$ cat src/rtl/l2_pkg.sv
// Definitions shared between the L2 cache and its external memory arbiter.
package l2_pkg;

  localparam int unsigned L2_ADDR_W = 28;
  localparam int unsigned L2_DATA_W = 128;

  typedef enum logic [1:0] {
    IDLE   = 2'd0,
    BUSY_I = 2'd1,
    BUSY_D = 2'd2
  } arb_state_e;

endpackage

$ cat src/rtl/l2_mem_arbiter_rr_arbiter2.sv
// Two-requester round-robin arbiter; the pointer remembers which side was granted last.
module rr_arbiter2 (
  input  logic clk,
  input  logic proc_reset,
  input  logic req_i,
  input  logic req_d,
  input  logic update,
  output logic gnt_valid_c,
  output logic gnt_d_c
);

  logic last_d;

  // Under contention the side not granted last wins.
  assign gnt_valid_c = req_i | req_d;
  assign gnt_d_c     = req_d & (~req_i | ~last_d);

  always_ff @(posedge clk) begin
    if (proc_reset) begin
      last_d <= 1'b1;
    end else if (update) begin
      last_d <= gnt_d_c;
    end
  end

endmodule

$ cat src/rtl/l2_mem_arbiter.sv
// Arbitrates the L2 instruction-side and data-side miss/writeback ports onto
// the single external memory port, one transaction outstanding at a time.
module l2_mem_arbiter
  import l2_pkg::*;
#(
  parameter int unsigned ADDR_W = L2_ADDR_W,
  parameter int unsigned DATA_W = L2_DATA_W
) (
  input  logic              clk,
  input  logic              proc_reset,
  input  logic              memi_read,
  input  logic              memi_write,
  input  logic [ADDR_W-1:0] memi_addr,
  input  logic [DATA_W-1:0] memi_wdata,
  output logic [DATA_W-1:0] memi_rdata,
  output logic              memi_ready,
  input  logic              memd_read,
  input  logic              memd_write,
  input  logic [ADDR_W-1:0] memd_addr,
  input  logic [DATA_W-1:0] memd_wdata,
  output logic [DATA_W-1:0] memd_rdata,
  output logic              memd_ready,
  output logic              mem_read,
  output logic              mem_write,
  output logic [ADDR_W-1:0] mem_addr,
  output logic [DATA_W-1:0] mem_wdata,
  input  logic [DATA_W-1:0] mem_rdata,
  input  logic              mem_ready
);

  arb_state_e        state;
  logic [DATA_W-1:0] rdata_i_q;
  logic [DATA_W-1:0] rdata_d_q;
  logic              gnt_valid_c;
  logic              gnt_d_c;
  logic              grant_c;

  assign grant_c = (state == IDLE) & gnt_valid_c;

  rr_arbiter2 u_rr (
    .clk         (clk),
    .proc_reset  (proc_reset),
    .req_i       (memi_read | memi_write),
    .req_d       (memd_read | memd_write),
    .update      (grant_c),
    .gnt_valid_c (gnt_valid_c),
    .gnt_d_c     (gnt_d_c)
  );

  // Completion is reported in the same cycle memory answers; a reset in that cycle drops it.
  assign memi_ready = (state == BUSY_I) & mem_ready & ~proc_reset;
  assign memd_ready = (state == BUSY_D) & mem_ready & ~proc_reset;
  assign memi_rdata = rdata_i_q;
  assign memd_rdata = rdata_d_q;

  always_ff @(posedge clk) begin
    if (proc_reset) begin
      state     <= IDLE;
      mem_read  <= 1'b0;
      mem_write <= 1'b0;
      mem_addr  <= '0;
      mem_wdata <= '0;
      rdata_i_q <= '0;
      rdata_d_q <= '0;
    end else begin
      case (state)
        IDLE: begin
          // Write wins when a requester asserts read and write together.
          if (grant_c && gnt_d_c) begin
            state     <= BUSY_D;
            mem_addr  <= memd_addr;
            mem_wdata <= memd_wdata;
            mem_write <= memd_write;
            mem_read  <= memd_read & ~memd_write;
          end else if (grant_c) begin
            state     <= BUSY_I;
            mem_addr  <= memi_addr;
            mem_wdata <= memi_wdata;
            mem_write <= memi_write;
            mem_read  <= memi_read & ~memi_write;
          end
        end
        BUSY_I: begin
          if (mem_ready) begin
            state     <= IDLE;
            rdata_i_q <= mem_rdata;
            mem_read  <= 1'b0;
            mem_write <= 1'b0;
          end
        end
        BUSY_D: begin
          if (mem_ready) begin
            state     <= IDLE;
            rdata_d_q <= mem_rdata;
            mem_read  <= 1'b0;
            mem_write <= 1'b0;
          end
        end
        default: begin
          state     <= IDLE;
          mem_read  <= 1'b0;
          mem_write <= 1'b0;
        end
      endcase
    end
  end

endmodule

$ cat config.mk
export PLATFORM = sky130hd
export DESIGN_NAME = l2_mem_arbiter
export DESIGN_NICKNAME = d
export VERILOG_FILES = /design/src/rtl/l2_pkg.sv /design/src/rtl/l2_mem_arbiter_rr_arbiter2.sv /design/src/rtl/l2_mem_arbiter.sv
export SDC_FILE = /design/constraint.sdc
export NUM_CORES = 1
export LEC_CHECK = 0
export CELL_PAD_IN_SITES_DETAIL_PLACEMENT = 0
export CELL_PAD_IN_SITES_GLOBAL_PLACEMENT = 1
export CORE_AREA = 3 3 334 336
export CTS_CLUSTER_SIZE = 14
export DETAILED_ROUTE_END_ITERATION = 8
export DIE_AREA = 0 0 337 339
export PLACE_DENSITY_LB_ADDON = 0.15
export SLEW_MARGIN = 20
export SYNTH_ARGS = -nofsm -noshare
export SYNTH_HDL_FRONTEND = slang
export SYNTH_SLANG_ARGS = --single-unit
$ cat constraint.sdc
create_clock -name clk -period 1.9 [get_ports clk]
set_input_delay 0.38 -clock clk [delete_from_list [all_inputs] [get_ports clk]]
set_output_delay 0.38 -clock clk [all_outputs]
set_load 0.01 [all_outputs]
### After elaboration in Yosys (flattened, before gate mapping)

Cells that the tools add are included.

| storage, ports and cells | value |
|---|---|
| register bits after elaboration | 417 |
| input port bits | 447 |
| word-level logic and storage cells | 52 |

| operators by class | value |
|---|---|
| equality and inequality tests | 4 |
| mux-type cells | 15 |
| bitwise logic cells | 17 |
| reduce and logical (&&, ||, !) cells | 8 |

Operators with widths:

| operator | number |
|---|---|
| $mux W128 | 2 |
| $mux W28 | 2 |
| $and A1 B1 Y1 | 8 |
| $reduce_and A2 Y1 | 4 |
| $mux W2 | 3 |
| $mux W1 | 5 |
| $not A1 Y1 | 5 |
| $or A1 B1 Y1 | 4 |
| $pmux W1 S2 | 2 |
| $pmux W2 S2 | 1 |
| $ne A3 B2 Y1 const B | 1 |
| $eq A2 B1 Y1 const B | 1 |
| $eq A2 B2 Y1 const B | 1 |
| $logic_not A2 Y1 | 1 |
| $ne A2 B1 Y1 const B | 1 |
| $reduce_bool A2 Y1 | 1 |
| $reduce_or A2 Y1 | 1 |
| $logic_and A1 B1 Y1 | 1 |

### Depth between registers and ports, before layout

Gate-level depths: netlist of run 1.

| depth | value |
|---|---|
| word-level depth | 7 |
| depth in mapped cells | 8 |
| depth with buffers taken out | 6 |

### Cells and area by module

Synthesis of run 1 repeated with hierarchy kept, for this count alone.

| unflattened totals | value |
|---|---|
| cells, all modules | 2026 |
| area total of the unflattened synthesis | 16548.4 µm² |

Modules (own cells, without submodules):

| module | times used | cells an instance | area each (µm²) | sequential area each (µm²) |
|---|---|---|---|---|
| l2_mem_arbiter | 1 | 2021 | 16499.6 | 8328.0 |
| rr_arbiter2 | 1 | 5 | 48.8 | 20.0 |

### Least setup slack after synthesis of run 1

OpenSTA, ideal clock, no wires.

| timing | value |
|---|---|
| kind | reg2reg |
| from | register state[0] |
| to | register mem_wdata[106] |
| library setup time | 144 ps |
| arrival | 1572 ps |
| required time | 1756 ps |
| setup slack | 184 ps |
| cell stages (with the launch flop) | 9 |
| buffers on the path | 3 |
| period minus slack after synthesis | 1716 ps |
| cell sequence | dfxtp_1 inv_1 ha_1 buf_2 or2b_2 buf_6 buf_4 nor3_1 nor4_2 |

| on the way | value |
|---|---|
| cells in the longest elaborated chain, start to end | 5 |
| elaborated cells on any way between the ends | 6 |

Ends and longest elaborated chain:

| what | RTL line | source |
|---|---|---|
| start: declaration | l2_mem_arbiter.sv:31 | `arb_state_e state;` |
| start signal: assignment | l2_mem_arbiter.sv:58 | `state <= IDLE;` |
| start signal: assignment | l2_mem_arbiter.sv:70 | `state <= BUSY_D;` |
| start signal: assignment | l2_mem_arbiter.sv:76 | `state <= BUSY_I;` |
| $logic_not A2 Y1 (*) | l2_mem_arbiter.sv:38, l2_mem_arbiter.sv:66 |  |
| $and A1 B1 Y1 | l2_mem_arbiter.sv:38 | `assign grant_c = (state == IDLE) & gnt_valid_c;` |
| $logic_and A1 B1 Y1 | l2_mem_arbiter.sv:69 | `if (grant_c && gnt_d_c) begin` |
| $reduce_bool A2 Y1 (no line) | n/a |  |
| $reduce_and A2 Y1 (no line) | n/a |  |
| end signal: assignment | l2_mem_arbiter.sv:72 | `mem_wdata <= memd_wdata;` |
| end signal: assignment | l2_mem_arbiter.sv:78 | `mem_wdata <= memi_wdata;` |
| end: declaration | l2_mem_arbiter.sv:26 | `output logic [DATA_W-1:0] mem_wdata,` |

Mark *: on every way between the ends. The rest lies on a longest branch, timed or not.
A chain may end at the register's enable or synchronous reset.

### Final worst setup path of run 1

| timing | value |
|---|---|
| from | register state[1] |
| to | output memd_ready |

| on the way | value |
|---|---|
| cells in the longest elaborated chain, start to end | 3 |

Ends and longest elaborated chain:

| what | RTL line | source |
|---|---|---|
| $eq A2 B2 Y1 | l2_mem_arbiter.sv:52 | `assign memd_ready = (state == BUSY_D) & mem_ready & ~proc_reset;` |
| $and A1 B1 Y1 (2 in a row) | l2_mem_arbiter.sv:52 |  |
| end: declaration | l2_mem_arbiter.sv:22 | `output logic memd_ready,` |

No other way between the ends.

==> results of run 1 <==
-- synth_stat cells, drive strengths merged (2+ instances only) --
cell	n
a21oi	257
and2	2
buf	43
clkbuf	129
dfxtp	417
ha	3
inv	2
nand2	515
nand2b	2
nand4	2
nand4b	3
nor2	316
nor3	156
nor4	157
-- logic make-up after synthesis --
family	count (synthesis)
adders and majority gates	3
muxes	1
DFF	417
AOI/OAI and AO/OA	264
and+or+nand+nor	1155
buffers and inverters	174
-- worst max-delay path: cells and delay by family, from the launching register on --
| kind | cells | cell delay [ns] |
|---|---|---|
| flip-flops | 1 | 0.32 |
| buffers and inverters | 2 | 0.26 |
| adder cells (fa/ha/maj) | 1 | 0.16 |
| AND/OR/NAND/NOR | 2 | 0.10 |
-- metal layers --
| layer | track usage (%) | vias up | wire length, microns |
|---|---|---|---|
| met1 | 15.84 | 8272 | 33920 |
| met2 | 27.94 | 663 | 47690 |
| li1 | - | 8608 | - |
| met4 | 5.399 | 18 | 2567 |
| met3 | 6.837 | 128 | 9618 |
| met5 | 0 | - | 115 |
-- state kept, by name, summed over array words and instances (netlist names) --
name	count
mem_addr	28
mem_read	1
mem_wdata	128
mem_write	1
memd_rdata	128
memi_rdata	128
state	2
u_rr.last_d	1
-- timing repair --
item	CTS	global route
gates resized for setup	446	26
setup endpoints to repair	427	112
hold buffers	2	0
cloned	1	5
pin swaps	1	5
hold endpoints to repair	8	0
buffers inserted	4	0
-- power by group --
group / internal, uW / leakage (uW) / switching (uW)
Clock: 6590 / 0.000949 / 4450
Sequential: 10700 / 0.00342 / 1020
Combinational: 7100 / 0.00791 / 8900
-- final cells by class --
| cell class | count | area, sq um | area share (%) |
|---|---|---|---|
| multi-input combinational | 1423 | 7348 | 24.89 |
| clock buffer | 85 | 1702 | 5.763 |
| antenna | 22 | 55.05 | 0.1864 |
| sequential | 417 | 8354 | 28.29 |
| timing repair buffer | 1033 | 10050 | 34.05 |
| inverter | 2 | 10.01 | 0.03390 |
| clock inverter | 16 | 234.0 | 0.7924 |
| tap | 1414 | 1769 | 5.992 |
-- through the flow --
| step | instance area [sq um] | total power [uW] |
|---|---|---|
| final | 29530 | 38740 |
| after floorplan | 16250 | 19080 |
| after CTS | 29220 | 39140 |
| after global routing | 29500 | 41220 |
| after detailed placement | 27640 | 28800 |
| after global placement | 27640 | 28660 |
-- worst max-delay path by stage --
| stage | startpoint | end | cells after the start |
|---|---|---|---|
| finish | state[1]$_SDFFE_PP0P_ | memd_ready | 5 |
| global route | state[1]$_SDFFE_PP0P_ | memd_ready | 5 |
| CTS | state[0]$_SDFFE_PP0P_ | memd_ready | 5 |
| detailed placement | memi_write | mem_wdata[63]$_SDFFE_PP0P_ | 7 |
| global placement | memi_write | mem_wdata[63]$_SDFFE_PP0P_ | 7 |
| floorplan | state[0]$_SDFFE_PP0P_ | mem_wdata[106]$_SDFFE_PP0P_ | 8 |
==> results_dict.tcl, run 1 <==
set metrics [dict create \
    rr_worst_depth 8 \
    vdd.ir_drop.worst_uv 685.8 \
    mostFrequentLayoutCell "nand2_1" \
    ant_nets 0 \
    nNetsFinal 3384 \
    firstDrtPassIters 4 \
    startpoint_type "register" \
    synthMuxAreaShare_pct 0.06159 \
    rr_endpoint "mem_wdata[89]$_SDFFE_PP0P_" \
    vias 17690 \
    synth_edf_count 0 \
    finalCritPeriodShare_pct 98.60 \
    synthSimpleGateAreaFrac_pct 35.38 \
    synth_top_area_cell "dfxtp_1" \
    drt_iter0_drc 646 \
    cts_buffer_depth 3 \
    final_cells 4412 \
    fin_setup_tns_ns 0 \
    grt_pass1_wl_mm 130.7 \
    skew_ns 0.04844 \
    cts_buffers 57 \
    maxSlewHeadroom_pct 63.27 \
    clkTransAtPathRegs_ns 0.06 \
    overflow 0 \
    yosys_warnings 0 \
    post_drt_wl_per_cell_microns 21.29 \
    cap_violations 0 \
    area_delta_synth_final_pct 81.68 \
    die_y_microns 339 \
    coreArea_sq_mm 0.1089 \
    portBuffers 862 \
    setup_violations 0 \
    rsz0062_at_grt "true" \
    synthArstFlopShare_pct 0 \
    fp.dieArea_sq_mm 0.1142 \
    fillers 11800 \
    cpMaxStageDelayCell "dfxtp_2" \
    tightest_slew_ns 0.5510 \
    worst_ep_arrival_time_ns 1.49 \
    htree_num_levels 2 \
    synth_area_leaders "dfxtp_1, nand2_1, nor4_2, a21oi_1, nor2_1" \
    cts.sinks 417 \
    holdPathStages 3 \
    postSynthCellCount 2014 \
    hold_violations 0 \
    synth_fa_ha_area_share_pct 0.2310 \
    reg2reg_from "state[0]$_SDFFE_PP0P_" \
    fmax_ghz 0.5338 \
    grt_pass1_vias 18440 \
    grt_max_degree 70 \
    synth_top_family_by_area "simple AND/OR/NAND/NOR gates" \
    min_to "memd_rdata[64]$_SDFFE_PP0P_" \
    setup_slack_ns 0.02659 \
    hold_path_class "in2reg" \
    gp_congestion 0.8122 \
    dp_hpwl_mm 72.09 \
    slew_viol_final 0 \
    cts_tree "done" \
    ys_types 28 \
    cp_cell_sequence "buf_4 > ha_4 > nand2_4 > nor2_4 > buf_6" \
    drc_errors 0 \
    ys_seq_elements 417 \
    die_w_microns 337 \
    crit_type "reg2out" \
    rows 121 \
    syn_area_sq_mm 0.01625 \
    pre_cts_ws_ns -0.5115 \
    antenna_found_initial 36 \
    crit_fanout 2 \
    min_from "mem_rdata[64]" \
    synth_top_area_share_pct 51.37 \
    ios 863 \
    synth-main-ff-cell "dfxtp_1" \
    syn_area_per_cell_sq_um 8.069 \
    dp.cells 4277 \
    status "finished, final reports clean" \
    wirelength_mm 93.91 \
    required_ns 1.52 \
    synth-xor-area-share_pct 0 \
    r2r_setup_slack_ns 0.06 \
    clock_latency_ns 0.65 \
    fin_hold_ws_ns 0.2881 \
    endpoint_kind "primary output" \
    synth_fp_nets 2464 \
    yosysSeqAreaShare_pct 51.37 \
    final_cell_mix "nand2_1, clkdlybuf4s50_1, dfxtp_1, dlygate4sd2_1, nor2_1" \
    period_minus_slack_ns 1.873 \
    initial_core_util_pct 14.93 \
    cpPeakStageDelay_ns 0.32 \
    powerDensity_mw_per_mm2 1312 \
    track_usage_pct 15.52 \
    p_leak_uw 0.01227 \
    drive_above_1_share_pct 14.42 \
    cts-root-buf "clkbuf_16" \
    vias_per_cell 4.009 \
    synth_compound_gate_area_share_pct 8.292 \
    post-route-util_pct 27.13 \
]
(Power assumes the default switching activity.)
==> run 2: changes to the inputs <==
Settings changed: GPL_ROUTABILITY_DRIVEN set to 0.
==> results of run 2 <==
The final DEF is identical to that of run 1; final timing and power are the same.
==> run 3: changes to the inputs <==
Settings changed: CORE_AREA 3 3 334 336 to 3 3 337 339, DIE_AREA 0 0 337 339 to 0 0 340 342, TNS_END_PERCENT set to 1.
Clock period 1.9 ns to 1.7 ns, I/O delays scaled along.
==> run 3 against run 2 <==
Against the previous run: the flow now finishes with violations (negative setup slack); clock power is 15% higher; die area grew 1.8%; flip-flop and latch count stayed put; critical path depth stayed put.
==> results_dict.tcl, run 3 (synthesis results as in run 1) <==
set metrics [dict create \
    drc_errors 0 \
    tightest_slew_ns 0.4401 \
    reg2reg_from "state[1]$_SDFFE_PP0P_" \
    top_usage_layer "met2" \
    min_to "mem_read$_SDFFE_PP0P_" \
    slew_viol_final 0 \
    post-route-util_pct 26.84 \
    fmax_ghz 0.5417 \
    initial_core_util_pct 14.69 \
    p_leak_uw 0.01162 \
    firstDrtPassIters 5 \
    period_minus_slack_ns 1.846 \
    grt_pass1_wl_mm 134.9 \
    area_delta_synth_final_pct 82.80 \
    endpoint_kind "primary output" \
    vias_per_cell 3.992 \
    coreArea_sq_mm 0.1107 \
    r2r_setup_slack_ns -0.09 \
    post_drt_wl_per_cell_microns 21.89 \
    fillers 12020 \
    pre_cts_ws_ns -0.6452 \
    required_ns 1.36 \
    htree_num_levels 2 \
    grt_util_met2_pct 28.27 \
    holdPathStages 3 \
    powerDensity_mw_per_mm2 1470 \
    portBuffers 862 \
    final_cell_mix "nand2_1, clkdlybuf4s50_1, dfxtp_1, nor2_1, a21oi_1" \
    met3_usage_pct 7.114 \
    grt_max_degree 56 \
    vias 17790 \
    grt_pass1_vias 18500 \
    clock_latency_ns 0.65 \
    rr_worst_depth 8 \
    cap_violations 0 \
    design_power_total_uw 43680 \
    mostFrequentLayoutCell "nand2_1" \
    clkTransAtPathRegs_ns 0.06 \
    ant_nets 0 \
    finalCritPeriodShare_pct 108.6 \
    vdd.ir_drop.worst_uv 960.0 \
    rr_endpoint "mem_wdata[67]$_SDFFE_PP0P_" \
    dp.cells 4317 \
    cts-root-buf "clkbuf_16" \
    met1_usage_pct 16.11 \
    cts_hold_buf 0 \
    rows 122 \
    wirelength_mm 97.54 \
    cts_buffer_depth 3 \
    cts_buffers 56 \
    worst_ep_arrival_time_ns 1.51 \
    dp_hpwl_mm 74.04 \
    status "complete, but fails checks" \
    skew_ns 0.02068 \
    cts.sinks 417 \
    hold_path_class "in2reg" \
    track_usage_pct 15.74 \
    rsz0062_at_grt "true" \
    crit_fanout 2 \
    setup_slack_ns -0.1459 \
    startpoint_type "register" \
    nNetsFinal 3360 \
    overflow 0 \
    final_cells 4456 \
    drive_above_1_share_pct 17.36 \
    fp.dieArea_sq_mm 0.1163 \
    ios 863 \
    min_from "proc_reset" \
    drt_iter0_drc 675 \
    setup_violations 93 \
    crit_type "reg2out" \
    fin_setup_tns_ns -3.845 \
    violations "negative setup slack" \
    maxSlewHeadroom_pct 70.66 \
    antenna_found_initial 41 \
    hold_violations 0 \
    die_y_microns 342 \
    cts_tree "done" \
    die_w_microns 340 \
]
run 3: changes by cell type in the layout (fill, tap and decap cells not counted), moves of 13 or more:
cell,delta
buf_4,-25
clkbuf_2,+17
clkdlybuf4s15_1,+101
clkdlybuf4s15_2,+50
dlygate4sd2_1,-178
nor3_1,-13
nor3_2,+14
run 3: how the worst max path moves through the flow:
stage                                     start                           to  slack, ns  cells past startpoint
final                     state[0]$_SDFFE_PP0P_                   memi_ready      -0.15                      5
after global routing      state[0]$_SDFFE_PP0P_                   memi_ready      -0.21                      5
after CTS                 state[0]$_SDFFE_PP0P_                   memd_ready      -0.21                      5
after detailed placement             memi_write   mem_wdata[27]$_SDFFE_PP0P_      -0.65                      6
after global placement               memd_write   mem_wdata[27]$_SDFFE_PP0P_      -0.63                      6
after floorplan           state[0]$_SDFFE_PP0P_  mem_wdata[106]$_SDFFE_PP0P_      -0.02                      8
run 3: cell type report:
class | instances | area [sq um] | area share, %
Timing Repair Buffer | 1010 | 10070 | 33.90
Multi-Input combinational cell | 1423 | 7426 | 25.00
Antenna cell | 13 | 32.53 | 0.1095
Tap cell | 1488 | 1862 | 6.267
Clock buffer | 77 | 1630 | 5.488
Inverter | 2 | 7.507 | 0.02527
Sequential cell | 417 | 8359 | 28.14
Clock inverter | 26 | 319.1 | 1.074
run 3: through the flow:
stage	cell area [sq um]	hold slack, ns
after global placement	27380	0.4418
after floorplan	16250	0.4580
after global routing	29700	0.07588
after detailed placement	27380	0.4456
after CTS	29170	0.05211
final	29710	0.1042
run 3: where the power goes:
part           internal (uW)  switching, uW
registers              11900           1170
logic                   7820          10200
clock network           7600           4990
total                  27400          16300
run 3: routing by layer:
metal / wire (microns) / part of all wire (%) / vias to the layer above
met3: 9799 / 10 / 149
met2: 49750 / 51 / 636
met5: 148 / 0.15 / -
met1: 35110 / 36 / 8433
li1: - / - / 8547
met4: 2742 / 2.8 / 22
run 3: timing repair:
action,CTS,global route
pin swaps,2,41
endpoints found under the setup margin,647,282
gates resized for setup,680,98
gates cloned,0,5
buffers inserted,2,16
run 3: critical path, cell delays in order, from the launching register on:
cell and delay [ns]:
dfxtp_2 0.34, buf_4 0.12, ha_4 0.15, nand2_4 0.06
nor2_4 0.08, buf_6 0.12
==> patch 1: new RTL, settings of run 1 <==
Change the package constant `L2_DATA_W` from 128 to 132.
--- a/src/rtl/l2_pkg.sv
+++ b/src/rtl/l2_pkg.sv
@@ -3,5 +3,5 @@
 
   localparam int unsigned L2_ADDR_W = 28;
-  localparam int unsigned L2_DATA_W = 128;
+  localparam int unsigned L2_DATA_W = 132;
 
   typedef enum logic [1:0] {
Interface: changed (6 resized); port bits go from 863 to 887. No check against the original RTL was run, so the function may have changed too.
==> patch 1 against run 1 <==
Worst hold slack got worse by 0.0045 ns; routed wire length increased by 9.8%; final area increased by 1.1%; sequential cell count increased by 12; critical path type unchanged; core utilization increased by 0.31 points; power increased by 1.5%; synthesized area increased by 3.7%; worst setup slack improved by 0.015 ns.
==> patch 1: results (changes against run 1) <==
CTS
  – CTS buffer count: 56 (-1.8%)
  – Worst-Skew Late Latency: 0.65 ns (about the same)
  – Max clock buf depth: 3 (unchanged)
  – CTS root buffer: clkbuf_16

Power
  – NetSw: 15.0 mW (+4.4%)
  – Maximum VDD drop: 740 uV (+8.0%)
  – Leakage: 12.0 nW (-2.4%)

Routing
  – Initial DRT Pass Iterations: 8 (+4)
  – Initial DRC Count: 1069 (+65%)
  – Vias per cell: 4.38 (+9.3%)
  – DRT Wirelength: 103 mm (+9.8%)
  – Mean routed wirelength per cell: 23.0 um (+8.2%)

Layout
  – # nets final: 3453 (+2.0%)
  – Filler instances: 11900 (+0.53%)
  – Share of cells above drive strength 1: 0.0872 (-0.0570)

Critical path
  – Critical path fanouts, max: 2 (unchanged)
  – Arrival time worst endpoint: 1.48 ns

Logic synthesis
  – Cells after synthesis: 2129 (+5.7%)
  – Synth async-reset ratio: 0 (unchanged)
  – Synth Net Count: 2591 (+5.2%)
  – Top cells by area, synth: dfxtp_1 (51%), a21oi_1 (13%), nand2_1 (12%), o21ai_0 (9.5%), a41oi_1 (8.3%)
  – Most frequent cells after synthesis: nand2_1 (533), dfxtp_1 (429), a21oi_1 (424)
  – Top_reg_cell synth: dfxtp_1
  – Post-synthesis sequential area ratio: 0.509 (-0.00428)
  – Post-synth cell types: 26 (-7.1%)

GRT
  – First-pass GRT wire length: 145 mm (+11%)
  – Vias in the first global route: 20200 (+9.3%)
  – Largest net degree at the start of global routing: 107 (+53%)
  – GRT Total Usage: 0.172 (+0.0168)
  – Initial antenna violation count: 47 (+31%)

Timing
  – Clk_skew: 0.0247 ns (-0.0238 ns)
  – Final worst slack: 0.0417 ns (+0.0151 ns)
  – Slew of the pin with the lowest slew margin: 0.842 ns (+0.291 ns)

Placement
  – GPL Wtd Cong: 0.827 (+1.9%)
  – IO buf count: 886 (+2.8%)
  – Placed insts: 4345 (+1.6%)
  – DPL Wire Length: 77.9 mm (+8.0%)
  – Place WS: -0.407 ns (+0.104 ns)

Outcome
  – Outcome: finished clean
==> patch 1: changes by cell type after synthesis, sizes merged, moves of 12 or more <==
| cell | run 1 | this run |
|---|---|---|
| nand2 | 515 | 533 |
| o21ai | 1 | 322 |
| a21oi | 257 | 424 |
| dfxtp | 417 | 429 |
| nor4 | 157 | 0 |
| a41oi | 0 | 160 |
| clkbuf | 129 | 180 |
| nor3 | 156 | 0 |
| nor2 | 316 | 4 |
==> patch 1: final timing paths <==
path	from	to	slack, ns	cells past startpoint
worst max-delay path	state[1]$_SDFFE_PP0P_	memi_ready	0.04	5
worst max register to register	state[1]$_SDFFE_PP0P_	mem_wdata[66]$_SDFFE_PP0P_	0.11	10
worst min-delay path	proc_reset	u_rr.last_d$_SDFFE_PP1P_	0.28	3
worst min register to register	memd_rdata[73]$_SDFFE_PP0P_	memd_rdata[73]$_SDFFE_PP0P_	0.45	2
==> patch 1: final cells by class <==
cell class,count,area (um^2),share of cell area
Clock inverter,21,244,0.00817
Sequential cell,429,8590,0.288
Timing Repair Buffer,1033,10100,0.337
Inverter,5,23.8,0.000796
Clock buffer,85,1650,0.0553
Antenna cell,25,62.6,0.00210
Tap cell,1414,1770,0.0592
Multi-Input combinational cell,1466,7470,0.250
==> patch 1: cells by family after synthesis <==
logic type                 share of synthesized area
buffers and inverters                         0.0540
DFF                                            0.509
and+or+nand+nor                                0.123
adders and majority gates                    0.00223
AOI/OAI and AO/OA                              0.311
==> patch 1: timing repair <==
| item | in CTS | in global routing |
|---|---|---|
| setup buffers | 0 | 2 |
| pin swaps | 1 | 2 |
| gates resized for setup | 451 | 10 |
| endpoints found under the setup margin | 440 | 19 |
==> patch 1: routing by layer <==
metal  wire length (um)  vias to the layer above  global-route usage
li1                   -                     9285                   -
met1              39700                     9353               0.191
met2              50200                      792               0.292
met3               9660                      157              0.0688
met4               3450                       28              0.0703
met5                193                        -                   0
==> patch 1: power by group through the flow <==
stage	Clock (mW)	Sequential (mW)	Combinational (mW)
floorplan	0	13.0	6.37
global placement	0	12.2	17.8
detailed placement	0	12.2	17.8
CTS	11.5	12.0	16.6
global route	11.8	12.2	17.8
finish	11.1	12.0	16.2
==> patch 1: worst max-delay path, stage by stage, from the launching register on <==
cell	delay, ns
dfxtp_2	0.36
inv_2	0.06
ha_4	0.16
nand2_4	0.11
nor2_4	0.04
buf_6	0.13
==> patch 1: stage by stage <==
stage | util | hold slack (ns) | area, um^2
6_report | 0.274 | 0.284 | 29900
4_1_cts | 0.273 | 0.232 | 29800
3_3_place_gp | 0.261 | 0.440 | 28400
2_1_floorplan | - | 0.481 | 16900
5_1_grt | 0.274 | 0.272 | 29800
3_5_place_dp | 0.261 | 0.445 | 28400
==> patch 2: new RTL, config.mk and constraints of run 1 <==
Without the edit above. Reset style: asynchronous (`proc_reset`), changed in 2 clocked blocks.
--- a/src/rtl/l2_mem_arbiter_rr_arbiter2.sv
+++ b/src/rtl/l2_mem_arbiter_rr_arbiter2.sv
@@ -16,5 +16,5 @@
   assign gnt_d_c     = req_d & (~req_i | ~last_d);
 
-  always_ff @(posedge clk) begin
+  always_ff @(posedge clk or posedge proc_reset) begin
     if (proc_reset) begin
       last_d <= 1'b1;
--- a/src/rtl/l2_mem_arbiter.sv
+++ b/src/rtl/l2_mem_arbiter.sv
@@ -54,5 +54,5 @@
   assign memd_rdata = rdata_d_q;
 
-  always_ff @(posedge clk) begin
+  always_ff @(posedge clk or posedge proc_reset) begin
     if (proc_reset) begin
       state     <= IDLE;
Function: differs if proc_reset is asserted again (counterexample within 4 cycles, from zero or initial values and one cycle with proc_reset high); with proc_reset held inactive, the same outputs for 4 cycles.
==> patch 2 against run 1 <==
The run now ends with negative setup slack left; power is 28% higher; clock power down 8%; worst setup slack worse by 0.097 ns; highest routed layer unchanged; synthesized area is 4.1% higher; synthesized cell count down 37%; routed wire length shrank 13%; largest cell class is now flip-flops and latches; final area up 3.2%; final cell count shrank 16%; sequential share of layout area up 5.9 points; largest power group unchanged; sequential cell count is the same.
==> patch 2: results (changes against run 1) <==
Timing
  – Clk_skew: 0.0162 ns (-0.0322 ns)
  – Final Setup Violations: 28 (+28)
  – Slew margin rel.: 0.786 (+0.153)
  – Final worst slack: -0.0700 ns (-0.0966 ns)

Logic synthesis
  – Most frequent cell after synthesis: dfrtp_1
  – Post-synthesis sequential area ratio: 0.617 (+0.103)
  – Synth Net Count: 1713 (-30%)
  – Top cells by area, synth: dfrtp_1 (62%), mux2_2 (17%), mux2i_1 (9.2%), nand2_1 (3.7%), o21ai_0 (2.7%)

Layout
  – # nets final: 2684 (-21%)
  – Share of cells above drive strength 1: 0.235 (+0.0910)
  – Filler instances: 11300 (-4.2%)

GRT
  – Largest net degree at the start of global routing: 53 (-24%)
  – First-pass GRT wire length: 114 mm (-13%)
  – Initial antenna violation count: 39 (+8.3%)

Worst hold path
  – HP Start: memd_wdata[10]

Critical path
  – Arrival time worst endpoint: 1.59 ns (+0.10 ns)
  – RR Startpoint: state[1]$_DFFE_PP0P_
  – Reg2Reg Depth: 10 (+2)
  – Critical path fanouts, max: 3 (+1)

Outcome
  – Outcome: finished, violations left
  – Failing checks: negative setup slack

Placement
  – GPL Wtd Cong: 0.785 (-3.4%)
  – DPL Wire Length: 64.0 mm (-11%)

Power
  – Maximum VDD drop: 534 uV (-22%)

CTS
  – CTS buffer count: 54 (-5.3%)
## patch 2: cell types whose count changed after synthesis, sizes merged, moves of 256 or more
cell / change
dfrtp: +416
nor2: -311
nand2: -349
dfxtp: -417
mux2: +256
a21oi: -257
## patch 2: per-stage QoR
| step | total power, mW | cells | setup TNS, ns | utilization | hold slack (ns) |
|---|---|---|---|---|---|
| after global routing | 53.3 | 3696 | -12.88 | 0.280 | 0.328 |
| after CTS | 49.8 | 3662 | -8.00 | 0.274 | 0.304 |
| after floorplan | 26.0 | 1263 | -1709.29 | - | 0.465 |
| final | 49.7 | 3702 | -0.500 | 0.280 | 0.383 |
| after global placement | 41.2 | 3554 | -75.58 | 0.258 | 0.464 |
| after detailed placement | 41.3 | 3554 | -79.66 | 0.258 | 0.468 |
## patch 2: timing repair
action,CTS,global route
setup endpoints to repair,601,236
gates cloned,7,6
setup buffers,8,19
gates resized for setup,470,111
pin swaps,6,3
## patch 2: final cells by class
class,instances,area share
Antenna cell,17,0.00140
Clock buffer,78,0.0509
Clock inverter,15,0.00579
Inverter,4,0.000616
Multi-Input combinational cell,760,0.210
Sequential cell,417,0.342
Tap cell,1414,0.0580
Timing Repair Buffer,997,0.330
## patch 2: per-layer routing
layer | share of wire | vias up
met5 | 0.0022 | -
met4 | 0.025 | 26
met3 | 0.11 | 128
met2 | 0.51 | 571
met1 | 0.35 | 6714
li1 | - | 6407
## patch 2: worst max-delay path: cells and delay by family (launching register included)
kind / cells / cell delay (ns)
and+or+nand+nor: 2 / 0.15
adders and majority gates: 1 / 0.17
DFF: 1 / 0.43
buffers and inverters: 2 / 0.21
## patch 2: where the power goes
group          internal [mW]  leakage, nW  switching (mW)
combinational           12.5         7.99            11.5
sequential              13.5         5.00            2.21
clock                   5.91        0.853            4.18
total                   31.9         13.8            17.9
## patch 2: worst max-delay path by stage
stage,endpoint,startpoint,slack [ns],depth (start not counted)
6_report,memd_ready,state[0]$_DFFE_PP0P_,-0.07,5
3_5_place_dp,mem_addr[23]$_DFFE_PP0P_,memd_write,-0.35,6
2_1_floorplan,mem_addr[0]$_DFFE_PP0P_,proc_reset,-4.10,1
4_1_cts,memd_ready,state[0]$_DFFE_PP0P_,-0.18,5
5_1_grt,memd_ready,state[0]$_DFFE_PP0P_,-0.22,5
3_3_place_gp,mem_wdata[91]$_DFFE_PP0P_,memi_write,-0.35,7
## patch 2: cell families (layout without fill, tap and decap cells)
group                    Yosys count  after routing  share of synthesized area
AND/OR/NAND/NOR                  178            178                     0.0412
AO/OA/AOI/OAI                    167            167                     0.0506
flip-flops                       417            417                      0.617
adder cells (fa/ha/maj)            3              3                    0.00222
other                              0             17                          0
multiplexers                     412            412                      0.263
buffers and inverters             86           1094                     0.0266
